**config.mk**
```make
export PLATFORM = sky130hd
export DESIGN_NAME = keypad_scan
export DESIGN_NICKNAME = d
export VERILOG_FILES = /design/src/rtl/keypad_scan.sv
export SDC_FILE = /design/constraint.sdc
export NUM_CORES = 1
export LEC_CHECK = 0
export BUFFER_PORTS_ARGS = -buffer_cell sky130_fd_sc_hd__buf_4
export CORE_ASPECT_RATIO = 0.5
export CORE_MARGIN = 5
export CORE_UTILIZATION = 64
export DETAILED_ROUTE_END_ITERATION = 8
export MAX_ROUTING_LAYER = met4
export PLACE_DENSITY = 0.84
export SETUP_SLACK_MARGIN = 0.2
export SLEW_MARGIN = 5
export SYNTH_ARGS = -nofsm -noshare
export SYNTH_HDL_FRONTEND = slang
export SYNTH_SLANG_ARGS = --single-unit
```
**constraint.sdc**
```tcl
create_clock -name clk -period 6.25 [get_ports clk]
set_input_delay 1.875 -clock clk [delete_from_list [all_inputs] [get_ports clk]]
set_output_delay 1.875 -clock clk [all_outputs]
set_load 0.005 [all_outputs]
```
**src/rtl/keypad_scan.sv**
```systemverilog
// keypad_scan: 4x4 keypad matrix scanner with row synchronizer, frame
// debouncer and a single-event valid/ack key output with overrun flag.
module keypad_scan #(
    parameter int SCAN_DIV = 1000,
    parameter int DEBOUNCE = 4
) (
    input  logic       clk,
    input  logic       rst,
    input  logic [3:0] row,
    output logic [3:0] col,
    output logic [3:0] key_code,
    output logic       key_valid,
    input  logic       key_ack,
    output logic       key_held,
    output logic       overrun
);

    localparam int SW = $clog2(SCAN_DIV);
    localparam logic [SW-1:0] SLOT_LAST = SW'(SCAN_DIV - 1);
    localparam logic [3:0] MATCH_MAX = 4'(DEBOUNCE - 1);

    typedef enum logic [1:0] {
        IDLE     = 2'd0,
        PRESS_DB = 2'd1,
        PRESSED  = 2'd2,
        REL_DB   = 2'd3
    } state_t;

    state_t state_q, state_d;

    logic [3:0]    sync1_q, sync1_d;
    logic [3:0]    sync2_q, sync2_d;
    logic [SW-1:0] slot_q, slot_d;
    logic [1:0]    col_idx_q, col_idx_d;
    logic [1:0]    acc_n_q, acc_n_d;
    logic [3:0]    acc_code_q, acc_code_d;
    logic          frm_done_q, frm_done_d;
    logic [1:0]    frm_n_q, frm_n_d;
    logic [3:0]    frm_code_q, frm_code_d;
    logic [4:0]    prev_cand_q, prev_cand_d;
    logic          prev_ok_q, prev_ok_d;
    logic [3:0]    match_q, match_d;
    logic [3:0]    cand_q, cand_d;
    logic [3:0]    key_code_q, key_code_d;
    logic          key_valid_q, key_valid_d;
    logic          overrun_q, overrun_d;

    logic          sample;
    logic [3:0]    pressed;
    logic [2:0]    col_sum;
    logic [1:0]    col_n;
    logic [1:0]    row_idx;
    logic [1:0]    base_n;
    logic [2:0]    sum_n;
    logic [1:0]    merged_n;
    logic [3:0]    merged_code;
    logic          f_empty;
    logic          f_single;
    logic          f_ghost;
    logic [4:0]    cand;
    logic          same;
    logic [3:0]    match_inc;
    logic          hit;
    logic          accept;

    // Per-column key count (saturated at 2) and row of the pressed key
    always_comb begin
        pressed = ~sync2_q;
        col_sum = 3'(pressed[0]) + 3'(pressed[1])
                + 3'(pressed[2]) + 3'(pressed[3]);
        col_n   = (col_sum > 3'd1) ? 2'd2 : col_sum[1:0];
        row_idx = 2'd0;
        case (1'b1)
            pressed[0]: row_idx = 2'd0;
            pressed[1]: row_idx = 2'd1;
            pressed[2]: row_idx = 2'd2;
            pressed[3]: row_idx = 2'd3;
            default:    row_idx = 2'd0;
        endcase
        base_n      = (col_idx_q == 2'd0) ? 2'd0 : acc_n_q;
        sum_n       = 3'(base_n) + 3'(col_n);
        merged_n    = (sum_n > 3'd1) ? 2'd2 : sum_n[1:0];
        merged_code = (col_n == 2'd1) ? {row_idx, col_idx_q}
                                      : acc_code_q;
    end

    always_comb begin
        sample     = (slot_q == SLOT_LAST);
        sync1_d    = row;
        sync2_d    = sync1_q;
        slot_d     = sample ? '0 : slot_q + SW'(1);
        col_idx_d  = sample ? col_idx_q + 2'd1 : col_idx_q;
        acc_n_d    = acc_n_q;
        acc_code_d = acc_code_q;
        frm_done_d = 1'b0;
        frm_n_d    = frm_n_q;
        frm_code_d = frm_code_q;
        if (sample) begin
            acc_n_d    = merged_n;
            acc_code_d = merged_code;
            if (col_idx_q == 2'd3) begin
                frm_done_d = 1'b1;
                frm_n_d    = merged_n;
                frm_code_d = merged_code;
            end
        end
    end

    // Frame-to-frame match counter; a ghost frame breaks any match chain
    always_comb begin
        f_empty     = (frm_n_q == 2'd0);
        f_single    = (frm_n_q == 2'd1);
        f_ghost     = frm_n_q[1];
        cand        = {f_empty, f_empty ? 4'd0 : frm_code_q};
        same        = prev_ok_q && (cand == prev_cand_q);
        match_inc   = (match_q == MATCH_MAX) ? match_q
                                             : match_q + 4'd1;
        match_d     = match_q;
        prev_cand_d = prev_cand_q;
        prev_ok_d   = prev_ok_q;
        if (frm_done_q) begin
            match_d     = (f_ghost || !same) ? 4'd0 : match_inc;
            prev_cand_d = cand;
            prev_ok_d   = !f_ghost;
        end
        hit = (match_d == MATCH_MAX);
    end

    always_ff @(posedge clk) begin
        if (!rst) begin
            state_q <= IDLE;
        end else begin
            state_q <= state_d;
        end
    end

    always_comb begin
        state_d = state_q;
        cand_d  = cand_q;
        if (frm_done_q) begin
            unique case (state_q)
                IDLE: begin
                    if (f_single) begin
                        state_d = PRESS_DB;
                        cand_d  = frm_code_q;
                    end
                end
                PRESS_DB: begin
                    if (f_empty) begin
                        state_d = IDLE;
                    end else if (f_single) begin
                        if (frm_code_q != cand_q) begin
                            cand_d = frm_code_q;
                        end else if (hit) begin
                            state_d = PRESSED;
                        end
                    end
                end
                PRESSED: begin
                    if (f_empty) begin
                        state_d = REL_DB;
                    end
                end
                REL_DB: begin
                    if (!f_empty) begin
                        state_d = PRESSED;
                    end else if (hit) begin
                        state_d = IDLE;
                    end
                end
                default: state_d = IDLE;
            endcase
        end
    end

    always_comb begin
        accept = frm_done_q && (state_q == PRESS_DB) && f_single
              && (frm_code_q == cand_q) && hit;
        key_code_d  = key_code_q;
        key_valid_d = key_valid_q;
        overrun_d   = overrun_q;
        if (key_ack && key_valid_q) begin
            key_valid_d = 1'b0;
            overrun_d   = 1'b0;
        end
        if (accept) begin
            if (!key_valid_q || key_ack) begin
                key_code_d  = frm_code_q;
                key_valid_d = 1'b1;
            end else begin
                overrun_d = 1'b1;
            end
        end
    end

    always_ff @(posedge clk) begin
        if (!rst) begin
            sync1_q     <= 4'b1111;
            sync2_q     <= 4'b1111;
            slot_q      <= '0;
            col_idx_q   <= 2'd0;
            acc_n_q     <= 2'd0;
            acc_code_q  <= 4'd0;
            frm_done_q  <= 1'b0;
            frm_n_q     <= 2'd0;
            frm_code_q  <= 4'd0;
            prev_cand_q <= 5'b10000;
            prev_ok_q   <= 1'b1;
            match_q     <= 4'd0;
            cand_q      <= 4'd0;
            key_code_q  <= 4'd0;
            key_valid_q <= 1'b0;
            overrun_q   <= 1'b0;
        end else begin
            sync1_q     <= sync1_d;
            sync2_q     <= sync2_d;
            slot_q      <= slot_d;
            col_idx_q   <= col_idx_d;
            acc_n_q     <= acc_n_d;
            acc_code_q  <= acc_code_d;
            frm_done_q  <= frm_done_d;
            frm_n_q     <= frm_n_d;
            frm_code_q  <= frm_code_d;
            prev_cand_q <= prev_cand_d;
            prev_ok_q   <= prev_ok_d;
            match_q     <= match_d;
            cand_q      <= cand_d;
            key_code_q  <= key_code_d;
            key_valid_q <= key_valid_d;
            overrun_q   <= overrun_d;
        end
    end

    assign col       = ~(4'b0001 << col_idx_q);
    assign key_code  = key_code_q;
    assign key_valid = key_valid_q;
    assign overrun   = overrun_q;
    assign key_held  = (state_q == PRESSED) || (state_q == REL_DB);

endmodule
```
# Yosys cells after proc, flatten, opt, wreduce, memory -nomap -nowiden

Cells that the tools add are included.

Register bits after elaboration: 55
Bits in latches: 0
Bits in writable memories: 0
ROM bits: 0
Input port bits: 7
Output and inout port bits: 11
Word-level logic and storage cells: 106
Memories kept: 0

$add $sub $neg: 7
Multiply operators: 0
Div/mod/pow operators: 0
Magnitude comparators: 2
Equality and inequality tests: 21
Shift operators: 1
Multiplexer cells: 33
Bitwise logic cells: 3
Reduce and logical (&&, ||, !) cells: 22

Operators with widths:

| cell                                                                             | number |
|---|---|
| 4-bit 2-to-1 mux                                                                 | 9 |
| 2-bit 2-to-1 mux                                                                 | 15 |
| 3-bit inequality test (second input constant)                                    | 4 |
| 10-bit by 1-bit adder with 10-bit output (second input constant)                 | 1 |
| 10-bit == test (second input constant)                                           | 1 |
| 2-bit inequality test (second input constant)                                    | 5 |
| 4-bit by 2-bit == test with 1-bit output (second input constant)                 | 2 |
| 4-bit NOT                                                                        | 2 |
| 2-bit one-hot mux with 4 select lines                                            | 1 |
| 4-bit one-hot mux with 2 select lines                                            | 1 |
| 1-bit 2-to-1 mux                                                                 | 7 |
| 7-bit AND reduction                                                              | 1 |
| 2-bit by 1-bit == test with 1-bit output (second input constant)                 | 3 |
| 2-bit == test (second input constant)                                            | 3 |
| 3-bit by 1-bit greater-than comparator with 1-bit output (second input constant) | 2 |
| 1-bit logical AND                                                                | 6 |
| 2-bit logical NOT                                                                | 3 |
| 2-bit AND reduction                                                              | 3 |
| 6-bit AND reduction                                                              | 1 |
| 5-bit == test                                                                    | 1 |
| 4-bit by 1-bit adder with 4-bit output (second input constant)                   | 1 |
| 4-bit == test                                                                    | 1 |
| 4-bit inequality test                                                            | 1 |
| 1-bit by 2-bit << shifter with 4-bit output (first input constant)               | 1 |
| other kinds (10)                                                                 | 14 |

# Logic depth before layout (Yosys ltp)

Gate-level depths: netlist of run 1.

Depth after elaboration: 14
Gate-level depth with buffers: 12
Mapped depth without buffers: 12

# Worst setup path before layout of run 1

OpenSTA, ideal clock, no wires.

Path kind: input -> register
Start point: in rst
End point: reg prev_ok_q
Library setup time: 0.138 ns
Arrival: 2.788 ns
Required time: 6.112 ns
Setup slack: 3.323 ns
Stages on the path: 4
Path buffers: 3
Cell sequence: clkbuf_1 > clkbuf_1 > buf_1 > o211ai_1

RTL lines:

| what                   | line | RTL |
|---|---|---|
| start: declaration     | 8    | `input logic rst,` |
| end signal: assignment | 225  | `prev_ok_q <= prev_ok_d;` |
| end: declaration       | 41   | `logic prev_ok_q, prev_ok_d;` |

No word-level cell between the ends.

# Worst setup path after layout of run 1

Start point: reg col_idx_q[0]
End point: out col[0]

Word-level cells in the longest chain between the ends: 2

RTL lines:

| what                                        | line | RTL |
|---|---|---|
| start: declaration                          | 34   | `logic [1:0] col_idx_q, col_idx_d;` |
| start signal: assignment                    | 218  | `col_idx_q <= col_idx_d;` |
| 1-bit by 2-bit << shifter with 4-bit output | 234  | `assign col = ~(4'b0001 << col_idx_q);` |
| 4-bit NOT                                   | 234  |  |
| end: declaration                            | 10   | `output logic [3:0] col,` |

Every way passes these cells.

==> flow_metrics.tcl, run 1 <==
set metrics [dict create \
    ys_top_cells_by_area "dfxtp_1, mux2i_1, ha_1" \
    grt_max_degree 64 \
    die_area_sq_um 5642 \
    setup_viol 0 \
    ys.flop_type "dfxtp_1" \
    cts_buffer_depth 2 \
    hold_class "flop to flop" \
    via_per_inst 5.468 \
    boundaryPins 18 \
    dr.pass1.iters 4 \
    die_w_um 101.3 \
    cts-htree-levels 2 \
    synthXorXnorAreaFrac_pct 4.920 \
    antenna_found_initial 0 \
    routedWlPerCell_um 13.40 \
    cts-root-buf "clkbuf_8" \
    cts_buffers 5 \
    crit_path_max_fanout 6 \
    synth-seq-area-share_pct 41.24 \
    drtIter0Drc 73 \
    cts-resized-gates 0 \
    synthAdderAreaFrac_pct 6.186 \
    die_h_um 55.68 \
    rsz0062_at_grt "false" \
    power_density_nw_per_um2 214.1 \
    core_sq_um 3964 \
    routed_wl_mm 4.839 \
    yosysMostFrequentCell "dfxtp_1" \
    nNetsFinal 325 \
    post_cts_buffers 0 \
    synth_cell_types 45 \
    tns_ns 0 \
    postCtsHoldBufs 0 \
    ys_warn_count 0 \
    vias 1974 \
    synth_compound_area_share_pct 10.97 \
    worstPathArrival_ns 1.32 \
    synth_edf_count 0 \
    syn_area_sq_um 2670 \
    tightest_slew_ns 0.8261 \
    hold_violations 0 \
    cap_violations 0 \
    io_buffer_count 17 \
    first_global_vias 1843 \
    worstSetupPathType "flop to output pin" \
    synth.net_count 316 \
    initial_core_util_pct 67.36 \
    postSynthAreaPerCell_sq_um 8.990 \
    grtUsageTotal_pct 18.71 \
    slew_headroom_pct 44.50 \
    max_freq_mhz 312.8 \
    outcome "finished clean" \
    antenna_left 0 \
    ys_top_cells_by_count "dfxtp_1, nand2_1, nor2_1" \
    synth_top_family_by_area "simple AND/OR/NAND/NOR gates" \
    clkLatencyLatePin_ns 0.31 \
    p_leak_nw 1.110 \
    required_ns 4.38 \
    synthCells 297 \
    period_share_pct 51.15 \
    place_congestion 0.8296 \
    synth_mux_area_share_pct 5.623 \
    drive_gt1_share_pct 11.40 \
    num_antenna_cells 0 \
    critPathLaunchType "flop" \
    clkTransAtPathRegs_ns 0.10 \
    clock_sink_count 55 \
    finalClockSkew_ns 0.006661 \
    max-vdd-ir-drop_uv 124.0 \
    synthSimpleGateAreaFrac_pct 26.57 \
    rows 16 \
    final_max_slew_viol_count 0 \
    hold-worst-slack_ns 0.4170 \
    async_reset_ff_share_pct 0 \
    drcViolationCount 0 \
    end_kind "output pin" \
    grt_pass1_wl_mm 8.286 \
    synth_top_area_share_pct 41.24 \
    dpl.hpwl_mm 3.553 \
    layout_min_cycle_time_ns 3.197 \
    post-synth-top-area-cell "dfxtp_1" \
    tritoncts "built" \
    ys_ff_latch 55 \
    overflow 0 \
    area_growth_pct 9.560 \
]
-- worst paths after layout --
kind,from,end,slack [ns],depth (start not counted)
setup / recovery,col_idx_q[0],col[0],3.05,4
hold / removal,sync1_q[2],sync2_q[2],0.42,1
setup reg to reg,sync2_q[0],acc_n_q[0],3.10,12
hold reg to reg,sync1_q[2],sync2_q[2],0.42,1
-- report_power, final --
part	internal, W	leakage [nW]	switching (W)
Sequential	0.000354	0.446	0.00000205
Combinational	0.0000122	0.606	0.0000167
Clock	0.000122	0.0587	0.000120
-- cells in the final DEF (no fill, tap or decap), types with 2 or more instances in the layout --
cell	netlist	final
a21boi_0	3	3
clkbuf_8	0	5
dfxtp_1	55	55
o211a_1	5	5
nand4_1	4	4
a31o_2	4	4
buf_4	0	17
nand2b_1	11	11
xor2_1	3	3
o21a_1	2	2
o21ai_0	6	6
a31oi_1	4	4
nand2_1	31	31
ha_1	10	10
inv_1	16	16
fa_1	2	2
xnor2_1	12	12
nor2_1	20	20
and2_1	9	9
and3_1	2	2
nor2b_1	17	17
nor3b_1	3	3
a21oi_1	11	11
mux2i_1	15	15
nand3b_1	3	3
nor3_1	2	2
nand3_1	14	14
-- logic make-up (layout without fill, tap and decap cells) --
family / count (synthesis) / count (layout)
adders and majority gates: 12 / 12
buffers and inverters: 32 / 42
AOI/OAI and AO/OA: 42 / 42
muxes: 15 / 15
and+or+nand+nor: 126 / 126
xor gates and xnor gates: 15 / 15
DFF: 55 / 55
-- worst max-delay path, cell delays in order (launching register included) --
cell	delay (ns)
dfxtp_1	0.46
inv_1	0.10
ha_1	0.23
inv_1	0.10
buf_4	0.12
-- sequential cells by signal, indices dropped and copies added, names as in the netlist, 4 cells and up, named ones only --
name         cells
slot_q          10
cand_q           4
frm_code_q       4
sync1_q          4
prev_cand_q      5
key_code         4
sync2_q          4
match_q          4
acc_code_q       4
-- final cells by class --
class / count / area (sq um)
clock buffers: 5 / 68.82
fillers: 312 / 1039
multi-input cells: 210 / 1449
clock inverters: 3 / 47.55
inverters: 17 / 63.81
flip-flops and latches: 55 / 1101
repair buffers: 17 / 127.6
well taps: 54 / 67.56
-- metrics by stage --
stage | setup WS [ns] | util (%) | cells | area [sq um] | power, W
detailed placement | 3.107 | 70.86 | 353 | 2809 | 0.0003934
global placement | 3.160 | 70.86 | 353 | 2809 | 0.0003917
CTS | 3.040 | 73.80 | 361 | 2925 | 0.0006350
global route | 2.853 | 73.80 | 361 | 2925 | 0.0006548
floorplan | 3.323 | - | 297 | 2670 | 0.0003857
finish | 3.053 | 73.80 | 361 | 2925 | 0.0006264
-- layer usage --
layer	GRT usage, %	up-vias	part of all wire (%)	routed length, um
met5	-	-	0	0
met4	4.545	0	0.91	44
met3	6.133	6	4.4	211
met2	27.70	25	46	2238
met1	24.70	924	48	2344
li1	-	1019	-	-
Power figures use the tool's default switching activity.
==> run 2: changes to the inputs <==
CORE_UTILIZATION = 60   (was 64)
PLACE_DENSITY = 0.79   (was 0.84)
clock period = 3 ns   (was 6.25 ns; I/O delays follow)
==> run 2 against run 1 <==
  * Flip-flop and latch count unchanged
  * Global-route usage down 1.6 points
  * Highest routed layer unchanged
  * Final area up 3.9%
  * Critical path type is now flop to flop
  * Cell count up 2.5%
  * Die area up 5.7%
==> flow_metrics.tcl, run 2 (synthesis gave the netlist of run 1 again) <==
set metrics [dict create \
    outcome "finished clean" \
    final_max_slew_viol_count 0 \
    area_growth_pct 13.82 \
    utilization_pct 70.04 \
    slew_headroom_pct 62.83 \
    clock_sink_count 55 \
    clkLatencyLatePin_ns 0.30 \
    rsz0062_at_grt "false" \
    die_h_um 57.17 \
    dpl.hpwl_mm 3.543 \
    largest_register_ffs 10 \
    worstPathArrival_ns 2.95 \
    drcViolationCount 0 \
    drive_gt1_share_pct 16.93 \
    rows 17 \
    r2r_setup_slack_ns 0.30 \
    dp_slack_ns 0.2202 \
    routed_wl_mm 5.011 \
    cts_buffers 5 \
    r2r_cells 12 \
    worstSetupPathType "flop to flop" \
    num_antenna_cells 0 \
    vias 1976 \
    tightest_slew_ns 0.5558 \
    min_path_cells 1 \
    placed_area_sq_um 2853 \
    grt_max_degree 37 \
    place_congestion 0.8550 \
    final_common_cell "dfxtp_1" \
    crit_family "adder cells" \
    tns_ns 0 \
    io_buffer_count 17 \
    hold_class "flop to flop" \
    stdcell_count 370 \
    cp_num_buf_inv 2 \
    antenna_found_initial 0 \
    largestRegisters "slot_q (10), prev_cand_q (5)" \
    p_leak_nw 1.137 \
    worstPathCellList "fa_1 > inv_2 > ha_4 > ha_4 > nand2b_4 > nor2_4 > ha_2 > inv_2 > fa_1 > nand3_2 > mux2i_1 > and2_1" \
    clkTransAtPathRegs_ns 0.09 \
    period_share_pct 89.96 \
    regMostFlops "slot_q" \
    cap_violations 0 \
    power_density_nw_per_um2 436.9 \
    crit_start "sync2_q[3]" \
    tritoncts "built" \
    cts-htree-levels 2 \
    final.setup.worst_slack_ns 0.3013 \
    layout_min_cycle_time_ns 2.699 \
    rr_startpoint "sync2_q[3]" \
    die_area_sq_um 5965 \
    critPathSlowestCell "fa_1" \
    numPlacedInstances 361 \
    cts-root-buf "clkbuf_8" \
    antenna_left 0 \
    nNetsFinal 331 \
    setup_viol 0 \
    overflow 0 \
    r2r_end "frm_n_q[0]" \
    final_cell_mix "dfxtp_1, nand2_1, buf_4, nor2_1, nor2b_1" \
    core_sq_um 4339 \
    max_freq_mhz 370.5 \
    cts_buffer_depth 2 \
    grtUsageTotal_pct 17.07 \
    finalClockSkew_ns 0.004632 \
    required_ns 3.25 \
    boundaryPins 18 \
    max-vdd-ir-drop_uv 223.4 \
    critPathLaunchType "flop" \
    initial_core_util_pct 61.53 \
    dr.pass1.iters 4 \
    design_area_sq_um 3039 \
    hold_end "sync2_q[0]" \
    hold_violations 0 \
    die_w_um 104.3 \
    grt_pass1_wl_mm 8.197 \
    crit_path_max_fanout 3 \
    drtIter0Drc 67 \
    via_per_inst 5.341 \
    end_kind "flop" \
    cpPeakStageDelay_ns 0.56 \
    hp-start "sync1_q[0]" \
    first_global_vias 1844 \
    routedWlPerCell_um 13.54 \
]
run 2: repair_timing:
action / 4_1_cts / 5_1_grt
resized for setup: 0 / 15
hold buffers: 0 / 0
setup endpoints to repair: 0 / 3
setup buffers: 0 / 1
run 2: per-stage QoR:
| step | hold WS, ns | power (W) |
|---|---|---|
| 2_1_floorplan | 0.3863 | 0.0008043 |
| 3_3_place_gp | 0.3902 | 0.0008210 |
| 3_5_place_dp | 0.3926 | 0.0008253 |
| 4_1_cts | 0.4158 | 0.001320 |
| 5_1_grt | 0.4333 | 0.001384 |
| 6_report | 0.4096 | 0.001328 |
run 2: routing by layer:
metal / GRT usage, % / vias to the layer above / part of all wire (%)
li1: - / 1026 / -
met5: - / - / 0
met3: 4.068 / 6 / 3.6
met4: 3.875 / 0 / 1.0
met2: 28.98 / 33 / 49
met1: 20.85 / 911 / 46
run 2: final cells by class:
| class | count | area (sq um) |
|---|---|---|
| fill | 350 | 1300 |
| timing repair buffer | 23 | 172.7 |
| tap | 57 | 71.32 |
| clock inverter | 2 | 35.03 |
| sequential | 55 | 1105 |
| inverter | 17 | 63.81 |
| clock buffer | 6 | 82.58 |
| multi-input combinational | 210 | 1509 |
run 2: worst max path at each step:
stage	end	slack, ns	depth (start not counted)
after detailed placement	acc_n_q[0]	0.22	12
final	frm_n_q[0]	0.30	12
after global placement	acc_n_q[0]	0.35	12
after floorplan	acc_n_q[0]	0.26	12
after global routing	frm_n_q[0]	0.17	12
after CTS	acc_n_q[0]	0.20	12
run 2: report_power, final:
group	total, W	switching (W)	internal (W)
sequential	0.000743	0.00000470	0.000738
clock	0.000505	0.000235	0.000270
combinational	0.0000800	0.0000425	0.0000375
total	0.00133	0.000282	0.00105
==> run 3: changes to the inputs <==
ABC_AREA = 1   (was default)
CORE_UTILIZATION = 59   (was 60)
PLACE_DENSITY = 0.78   (was 0.79)
SLEW_MARGIN = 20   (was 5)
TNS_END_PERCENT = 30   (was default)
==> run 3 against run 2 <==
  * Fmax increased by 0.40%
  * Sequential share of layout area is 1.9 points higher
  * Die area fell by 0.84%
  * Worst setup slack better by 0.011 ns
  * Final area down 5.2%
  * Critical path type unchanged
  * Critical endpoint unchanged
  * Global-route usage is 1.4 points higher
  * Clock skew barely moved
  * Combinational power shrank 3.3%
==> flow_metrics.tcl, run 3 <==
set metrics [dict create \
    p_sw_w 0.0002800 \
    first_global_vias 2035 \
    worstPathCellList "fa_1 > inv_1 > ha_1 > inv_2 > ha_4 > nor3_4 > ha_2 > inv_1 > fa_1 > nand2_1 > inv_2 > nand2_2 > a21oi_1" \
    cap_violations 0 \
    cts_buffer_depth 2 \
    numPlacedInstances 409 \
    critPathSlowestCell "fa_1" \
    ys_top_cells_by_count "nand2_1, dfxtp_1, nor2_1" \
    ys.flop_type "dfxtp_1" \
    largest_register_ffs 10 \
    required_ns 3.25 \
    outcome "finished clean" \
    area_growth_pct 10.83 \
    synth-seq-area-share_pct 42.35 \
    drive_gt1_share_pct 15.51 \
    final_common_cell "nand2_1" \
    ys_ff_latch 55 \
    finalClockSkew_ns 0.004729 \
    slew_headroom_pct 56.69 \
    p_int_w 0.0009816 \
    max_freq_mhz 372.0 \
    boundaryPins 18 \
    die_w_um 103.9 \
    rsz0062_at_grt "true" \
    yosysMostFrequentCell "nand2_1" \
    initial_core_util_pct 60.21 \
    postCtsHoldBufs 0 \
    clock_sink_count 55 \
    final_max_slew_viol_count 0 \
    cpPeakStageDelay_ns 0.54 \
    power_frac_comb_pct 6.1 \
    period_share_pct 89.60 \
    end_kind "flop" \
    routedWlPerCell_um 11.77 \
    die_area_sq_um 5915 \
    power_density_nw_per_um2 437.8 \
    hold_violations 0 \
    ys_top_cells_by_area "dfxtp_1, nand2_1, nor2_1" \
    synthCells 345 \
    core_sq_um 4318 \
    antenna_found_initial 0 \
    p_clk_share_pct 35.0 \
    syn_area_sq_um 2600 \
    nFillCells 362 \
    tritoncts "built" \
    die_h_um 56.94 \
    grt_max_degree 26 \
    max-vdd-ir-drop_uv 281.1 \
    cts_buffers 5 \
    routed_wl_mm 4.919 \
    hold-worst-slack_ns 0.4251 \
    vias 2153 \
    crit_path_max_fanout 3 \
    cts-root-buf "clkbuf_8" \
    seq_power_share_pct 58.8 \
    post-synth-top-area-cell "dfxtp_1" \
    final.setup.worst_slack_ns 0.3120 \
    synth.net_count 364 \
    layout_min_cycle_time_ns 2.688 \
    synth_cell_types 33 \
    io_buffer_count 17 \
    regMostFlops "slot_q" \
    synth_edf_count 0 \
    ys_warn_count 0 \
    num_antenna_cells 0 \
    dp_slack_ns 0.1152 \
    dr.pass1.iters 6 \
    stdcell_count 418 \
    place_congestion 0.8004 \
    grtUsageTotal_pct 18.43 \
    worstPathArrival_ns 2.94 \
    worstSetupPathType "flop to flop" \
    grt_pass1_wl_mm 8.721 \
    largestRegisters "slot_q (10), prev_cand_q (5)" \
    hold_class "flop to flop" \
    tns_ns 0 \
    p_leak_nw 1.246 \
    tightest_slew_ns 0.6472 \
    synth_top_area_share_pct 42.35 \
    final_cell_mix "nand2_1, dfxtp_1, nor2_1, inv_1, o21ai_0" \
    drtIter0Drc 107 \
    antenna_left 0 \
    cts-htree-levels 2 \
    dpl.hpwl_mm 3.547 \
    clkTransAtPathRegs_ns 0.09 \
    via_per_inst 5.151 \
    finalPower_w 0.001262 \
    drcViolationCount 0 \
    rows 17 \
    overflow 0 \
    clkLatencyLatePin_ns 0.31 \
    critPathLaunchType "flop" \
    async_reset_ff_share_pct 0 \
    swShare_pct 22.19 \
    setup_viol 0 \
    nNetsFinal 379 \
    postSynthAreaPerCell_sq_um 7.536 \
]
run 3: worst paths after layout:
check                           startpoint    endpoint  slack, ns  cells past startpoint
worst min register to register  sync1_q[1]  sync2_q[1]       0.43                      1
worst max-delay path            sync2_q[0]  frm_n_q[0]       0.31                     13
worst min-delay path            sync1_q[1]  sync2_q[1]       0.43                      1
worst max register to register  sync2_q[0]  frm_n_q[0]       0.31                     13
run 3: power by group through the flow:
| stage | registers (W) | clock network (W) | logic [W] |
|---|---|---|---|
| final | 0.000742 | 0.000442 | 0.0000774 |
| after global routing | 0.000744 | 0.000494 | 0.0000891 |
| after CTS | 0.000742 | 0.000456 | 0.0000700 |
| after detailed placement | 0.000760 | 0 | 0.0000667 |
| after global placement | 0.000759 | 0 | 0.0000638 |
| after floorplan | 0.000758 | 0 | 0.0000496 |
run 3: metal layers:
metal  GRT usage (%)  routed length (um)  up-vias
met1           20.98                2273      988
met2           32.34                2383       31
met5               -                   0        -
li1                -                   -     1125
met4           3.875                  73        0
met3           5.876                 189        9
run 3: worst max-delay path, delay by kind of cell, from the launching register on:
kind / cells / cell delay, ns
adder cells (fa/ha/maj): 5 / 1.60
flip-flops: 1 / 0.35
AND/OR/NAND/NOR: 3 / 0.32
buffers and inverters: 4 / 0.23
AO/OA/AOI/OAI: 1 / 0.13
run 3: final cells by class:
type	instances	area, sq um	share of cell area [%]
multi-input combinational	234	1296	44.98
clock buffer	8	100.1	3.474
inverter	45	168.9	5.862
timing repair buffer	19	142.6	4.950
sequential	55	1102	38.25
tap	57	71.32	2.475
run 3: cells by family after synthesis:
| kind of cell | Yosys count | synth area share, % |
|---|---|---|
| simple gates | 158 | 28.06 |
| buf+inv | 56 | 8.903 |
| xor+xnor | 8 | 2.695 |
| fa+ha+maj | 12 | 6.352 |
| compound gates | 56 | 11.65 |
| flops | 55 | 42.35 |
run 3: what timing repair did:
| action | in CTS | in global routing |
|---|---|---|
| hold endpoints to repair | 0 | 0 |
| setup buffers | 0 | 1 |
| pin swaps | 1 | 2 |
| setup endpoints to repair | 4 | 4 |
| resized for setup | 1 | 6 |
run 3: per-stage QoR:
stage	area (sq um)	utilization (%)
3_3_place_gp	2749	63.66
3_5_place_dp	2749	63.66
6_report	2882	66.73
4_1_cts	2855	66.13
2_1_floorplan	2605	-
5_1_grt	2882	66.73
